`config.mk`:
```
export PLATFORM = sky130hd
export DESIGN_NAME = cdc_xfer_arbiter
export DESIGN_NICKNAME = d
export VERILOG_FILES = /design/src/rtl/cdc_xfer_arbiter.sv
export SDC_FILE = /design/constraint.sdc
export NUM_CORES = 1
export LEC_CHECK = 0
export ABC_AREA = 1
export BUFFER_PORTS_ARGS = -buffer_cell sky130_fd_sc_hd__clkbuf_2
export CORE_MARGIN = 2
export CORE_UTILIZATION = 40
export CTS_BUF_LIST = sky130_fd_sc_hd__clkbuf_8
export CTS_CLUSTER_DIAMETER = 50
export DETAILED_ROUTE_END_ITERATION = 6
export PLACE_DENSITY = 0.76
export SLEW_MARGIN = 20
export SYNTH_ARGS = -nofsm -noshare
export SYNTH_HDL_FRONTEND = slang
export SYNTH_SLANG_ARGS = --single-unit
```
`constraint.sdc`:
```
create_clock -name clk -period 1.9 [get_ports clk]
set_clock_uncertainty 0.05 [all_clocks]
set_input_delay 0.285 -clock clk [delete_from_list [all_inputs] [get_ports clk]]
set_output_delay 0.285 -clock clk [all_outputs]
set_load 0.01 [all_outputs]
```
`src/rtl/cdc_xfer_arbiter.sv`:
```
// cdc_xfer_arbiter: round-robin scheduler sharing one 4-phase req/ack crossing among NREQ requesters.
// Define CDC_XFER_TIMEOUT_EN to abort a handshake phase after TIMEOUT cycles without ack progress.
module cdc_xfer_arbiter #(
  parameter int NREQ    = 4,
  parameter int DWIDTH  = 32,
  parameter int SRCW    = 2,
  parameter int TIMEOUT = 255
) (
  input  logic                   clk,
  input  logic                   rst_n,
  input  logic [NREQ-1:0]        req_valid,
  input  logic [NREQ*DWIDTH-1:0] req_data,
  output logic [NREQ-1:0]        req_ready,
  output logic                   xfer_req,
  output logic [DWIDTH-1:0]      xfer_data,
  output logic [SRCW-1:0]        xfer_src,
  input  logic                   xfer_ack_sync,
  output logic                   busy,
  output logic                   timeout_err
);
  localparam int PW = $clog2(NREQ);
  typedef enum logic [1:0] {IDLE, REQ, REL} state_t;
  state_t            state_q, state_d;
  logic              xfer_req_q, xfer_req_d;
  logic [DWIDTH-1:0] xfer_data_q, xfer_data_d;
  logic [SRCW-1:0]   xfer_src_q, xfer_src_d;
  logic [PW-1:0]     rr_ptr_q, rr_ptr_d;
  logic [PW-1:0]     win, idx;
  logic [NREQ-1:0]   gnt;
  logic              any_vld, accept, to_hit;
  if (SRCW < PW || TIMEOUT < 0) begin : g_bad_cfg
    $error("cdc_xfer_arbiter: SRCW too narrow for NREQ or negative TIMEOUT");
  end
  // Descending scan so the last hit is the first set bit at or after rr_ptr.
  always_comb begin
    win = '0;
    idx = '0;
    any_vld = 1'b0;
    for (int k = NREQ - 1; k >= 0; k--) begin
      idx = PW'((int'(rr_ptr_q) + k) % NREQ);
      if (req_valid[idx]) begin
        win = idx;
        any_vld = 1'b1;
      end
    end
  end
  assign gnt       = NREQ'(1) << win;
  assign accept    = (state_q == IDLE) && !xfer_ack_sync && any_vld;
  assign req_ready = {NREQ{accept && rst_n}} & gnt;
`ifdef CDC_XFER_TIMEOUT_EN
  localparam int CW = ($clog2(TIMEOUT + 1) > 8) ? $clog2(TIMEOUT + 1) : 8;
  logic [CW-1:0] cnt_q, cnt_d;
  logic          timeout_err_q, timeout_err_d;
  assign to_hit = (TIMEOUT != 0) && (cnt_q + CW'(1) == CW'(TIMEOUT));
  // An ack arriving on the limit cycle completes the phase normally.
  always_comb begin
    cnt_d = (state_d != state_q) ? '0 : cnt_q + CW'(1);
    timeout_err_d = to_hit && ((state_q == REQ) ? !xfer_ack_sync : (state_q == REL) && xfer_ack_sync);
  end
  always_ff @(posedge clk or negedge rst_n) begin
    if (!rst_n) begin
      cnt_q <= '0;
      timeout_err_q <= 1'b0;
    end else begin
      cnt_q <= cnt_d;
      timeout_err_q <= timeout_err_d;
    end
  end
  assign timeout_err = timeout_err_q;
`else
  assign to_hit      = 1'b0;
  assign timeout_err = 1'b0;
`endif
  always_comb begin
    state_d     = state_q;
    xfer_req_d  = xfer_req_q;
    xfer_data_d = xfer_data_q;
    xfer_src_d  = xfer_src_q;
    rr_ptr_d    = rr_ptr_q;
    if (state_q == IDLE) begin
      if (accept) begin
        state_d     = REQ;
        xfer_req_d  = 1'b1;
        xfer_data_d = req_data[int'(win)*DWIDTH +: DWIDTH];
        xfer_src_d  = SRCW'(win);
        rr_ptr_d    = (win == PW'(NREQ - 1)) ? '0 : win + PW'(1);
      end
    end else if (state_q == REQ) begin
      if (xfer_ack_sync || to_hit) begin
        state_d    = REL;
        xfer_req_d = 1'b0;
      end
    end else if (!xfer_ack_sync || to_hit) begin
      state_d = IDLE;
    end
  end
  always_ff @(posedge clk or negedge rst_n) begin
    if (!rst_n) begin
      state_q     <= IDLE;
      xfer_req_q  <= 1'b0;
      xfer_data_q <= '0;
      xfer_src_q  <= '0;
      rr_ptr_q    <= '0;
    end else begin
      state_q     <= state_d;
      xfer_req_q  <= xfer_req_d;
      xfer_data_q <= xfer_data_d;
      xfer_src_q  <= xfer_src_d;
      rr_ptr_q    <= rr_ptr_d;
    end
  end
  assign xfer_req  = xfer_req_q;
  assign xfer_data = xfer_data_q;
  assign xfer_src  = xfer_src_q;
  assign busy      = (state_q != IDLE);
endmodule

```
==> impl_results.md <==
* Synth Net Count at 638
* Vias in the first global route at 3,599
* Via-to-Cell Ratio at 4.80
* Slew HR at 64.8%
* H-tree Lvls at 2
* # DRC at 0
* Async set-reset flop share out of synthesis at 100%
* Deepest clock path buffer count at 2
* Final hold violation count at 0
* Area contributors post-synth: dfrtp_1, nand2_1, nand3_1
* RSZ-0062 raised after global routing: yes
* Clk root buf: clkbuf_8
* Core area at 7730 um2
* Die W at 93.2 um
* Top FF cell, synth: dfrtp_1
* Routed Antenna Nets at 0
* Average cell area after synthesis at 6.37 um2
* Cell Chain, Critical Path: inv_4 -> nand2_2 -> nand2_2 -> nand2_2 -> o21ai_1 -> nand2_1 -> nand2_2 -> buf_6 -> a21boi_4 -> buf_6 -> ha_4 -> inv_2 -> nor2_2 -> buf_2
* Later-pin clock latency in the skew report at 0.29 ns
* First-pass GRT wire length at 17,100 um
* Final Cycle Share at 123%
* Setup WS pre-CTS at -0.221 ns
* Crit path DAT at 2.00 ns
* Vias at 3,882
* Mapped Cells at 499
* Actual slew at the worst max-slew pin at 0.529 ns
* Cell at the slowest stage of the critical path: dfrtp_2
* Placed Area at 4300 um2
* Power Density at 2200 nW/um2
* Final Util at 66.5%
* Final min period at 2.33 ns
* Sink Count at 39
* Share of cells above drive strength 1 at 43.7%
* Crit path kind: flip-flop to primary output
* Final #Nets at 846
* WP data required at 1.56 ns
* Die area at 8680 um2
* Fin worst setup slack at -0.430 ns
* Initial core utilization at 41.1%
* Clock transition at path regs at 0.07 ns
* GR Overflow Total at 0
* CTS Buf Count at 5
* Min-delay worst type: input pin to async pin
* Max frequency at 0.429 GHz
* TritonRoute pass-1 iters at 4
* Yosys cell types at 29
* Gpl congestion at 0.794
* Most common cell in the netlist: nand2_1
* Internal at 6.12 mW
* Outcome: finished, violations left
* Switching power at 5.17 mW
* Cell area after layout at 5140 um2
* Clock power frac at 5.1%
* Initial DRC count at 132
* Gr usage total at 24.9%
* Setup Viol. Count Final at 39
* Die H at 93.2 um
* Comb power frac at 81.5%
* Drt wl/cell at 14.2 um
* Post-synth top area share at 30.7%
* I/O pin total at 176
* HPWL reported at the end of detailed placement at 7120 um
* Antenna Cells at 0
* Crit-path max cell delay at 0.44 ns
* CP max FO at 7
* Final WL at 11,500 um
* Area grow syn2layout at 61.6%
* Initial antenna violation count at 0
* Port buffer count at 174
* MaxCap Viol Count at 0
* TritonCTS clock tree: built
* Sequential Power Share at 13.4%
* Largest area contributor in the netlist: dfrtp_1
* Commonest cells post-synth: nand2_1, inv_1, nand3_1
* Sequential area share after synthesis at 30.7%
* Pleak at 3.07 nW
* Largest net degree at the start of global routing at 40
* EDFF count, synth at 0
* Post-Synthesis Cell Area at 3180 um2
* Peak supply drop at 1.08 mV
* Sw frac at 45.8%
* Synthesized flop and latch total at 39
* CP most frequent cell: nand2_2
* Failing checks: negative setup slack
* Worst setup EP type: primary output
* Count of final max-slew check failures at 0
* Placement row count at 32
* Total number of yosys warnings at 0
* Critical path startpoint category: flip-flop
-- final timing paths --
kind | start | end | slack [ns] | depth (start not counted)
max | rr_ptr_q[0]$_DFFE_PN0P_ | req_ready[1] | -0.43 | 14
min | rst_n | xfer_data[4]$_DFFE_PN0P_ | 0.08 | 2
max reg2reg | rr_ptr_q[0]$_DFFE_PN0P_ | xfer_data[23]$_DFFE_PN0P_ | -0.42 | 15
min reg2reg | xfer_data[12]$_DFFE_PN0P_ | xfer_data[12]$_DFFE_PN0P_ | 0.44 | 2
max in group asynchronous | rst_n | rr_ptr_q[0]$_DFFE_PN0P_ | 1.33 | 2
min in group clk | req_data[45] | xfer_data[13]$_DFFE_PN0P_ | 0.20 | 3
-- worst max-delay path, delay by kind of cell (launching register included) --
family | cells | cell delay [ns]
buf+inv | 5 | 0.50
fa+ha+maj | 1 | 0.12
simple gates | 6 | 0.43
compound gates | 2 | 0.21
flops | 1 | 0.44
-- placed cells by master (no fill, tap or decap), drive strengths merged, types with 2 or more instances in the layout --
| cell type | netlist | final |
|---|---|---|
| clkbuf | 3 | 180 |
| nand2 | 170 | 170 |
| inv | 104 | 104 |
| nand3 | 91 | 91 |
| buf | 23 | 51 |
| dfrtp | 39 | 39 |
| or2 | 21 | 21 |
| o211ai | 21 | 21 |
| nor2 | 13 | 13 |
| ha | 4 | 4 |
| o21ai | 4 | 4 |
| bufbuf | 0 | 2 |
| clkinv | 1 | 2 |
-- power by group through the flow --
stage	logic, mW	clock network (mW)	registers, mW
5_1_grt	9.92	0.626	1.55
2_1_floorplan	4.21	0	1.65
3_3_place_gp	5.62	0	1.51
4_1_cts	8.30	0.593	1.51
6_report	9.20	0.579	1.51
3_5_place_dp	5.75	0	1.52
-- flip-flops by register name, summed over array words and instances, names as in the netlist --
signal     count
xfer_data     32
xfer_src       2
rr_ptr_q       2
state_q        2
xfer_req       1
-- cell families after synthesis --
group	share of synthesized area, %
buffers and inverters	18.0
adder cells (fa/ha/maj)	1.57
other	0.118
AO/OA/AOI/OAI	7.95
AND/OR/NAND/NOR	41.6
flip-flops	30.7
-- cell type report --
class                      instances  area, um2
fill                             598       2590
multi-input combinational        329       1900
timing repair buffer             227       1650
sequential                        39        977
inverter                         105        402
tap                              102        128
clock buffer                       6       82.6
clock inverter                     1       5.00
-- per-layer routing --
layer / routed length [um] / vias to the layer above / track usage (%)
li1: - / 1930 / -
met1: 4520 / 1710 / 30.2
met5: 0 / - / 0
met3: 923 / 22 / 5.16
met4: 246 / 0 / 8.70
met2: 5840 / 220 / 43.8
-- per-stage QoR --
step / TNS (ns) / total power [mW] / std cells / hold WS (ns)
global route: -16.93 / 12.1 / 809 / 0.127
CTS: -10.66 / 10.4 / 802 / 0.0945
global placement: -2.61 / 7.12 / 771 / 0.378
floorplan: -0.516 / 5.86 / 499 / -0.0606
detailed placement: -6.18 / 7.28 / 771 / 0.378
finish: -12.00 / 11.3 / 809 / 0.0830
-- timing repair --
| action | 4_1_cts | 5_1_grt |
|---|---|---|
| pin swaps | 16 | 17 |
| cloned | 10 | 2 |
| gates resized for setup | 38 | 43 |
| buffers inserted | 14 | 8 |
| setup endpoints to repair | 40 | 40 |
| hold buffers | 0 | 0 |
No activity file was read; power rests on OpenSTA's default activity.
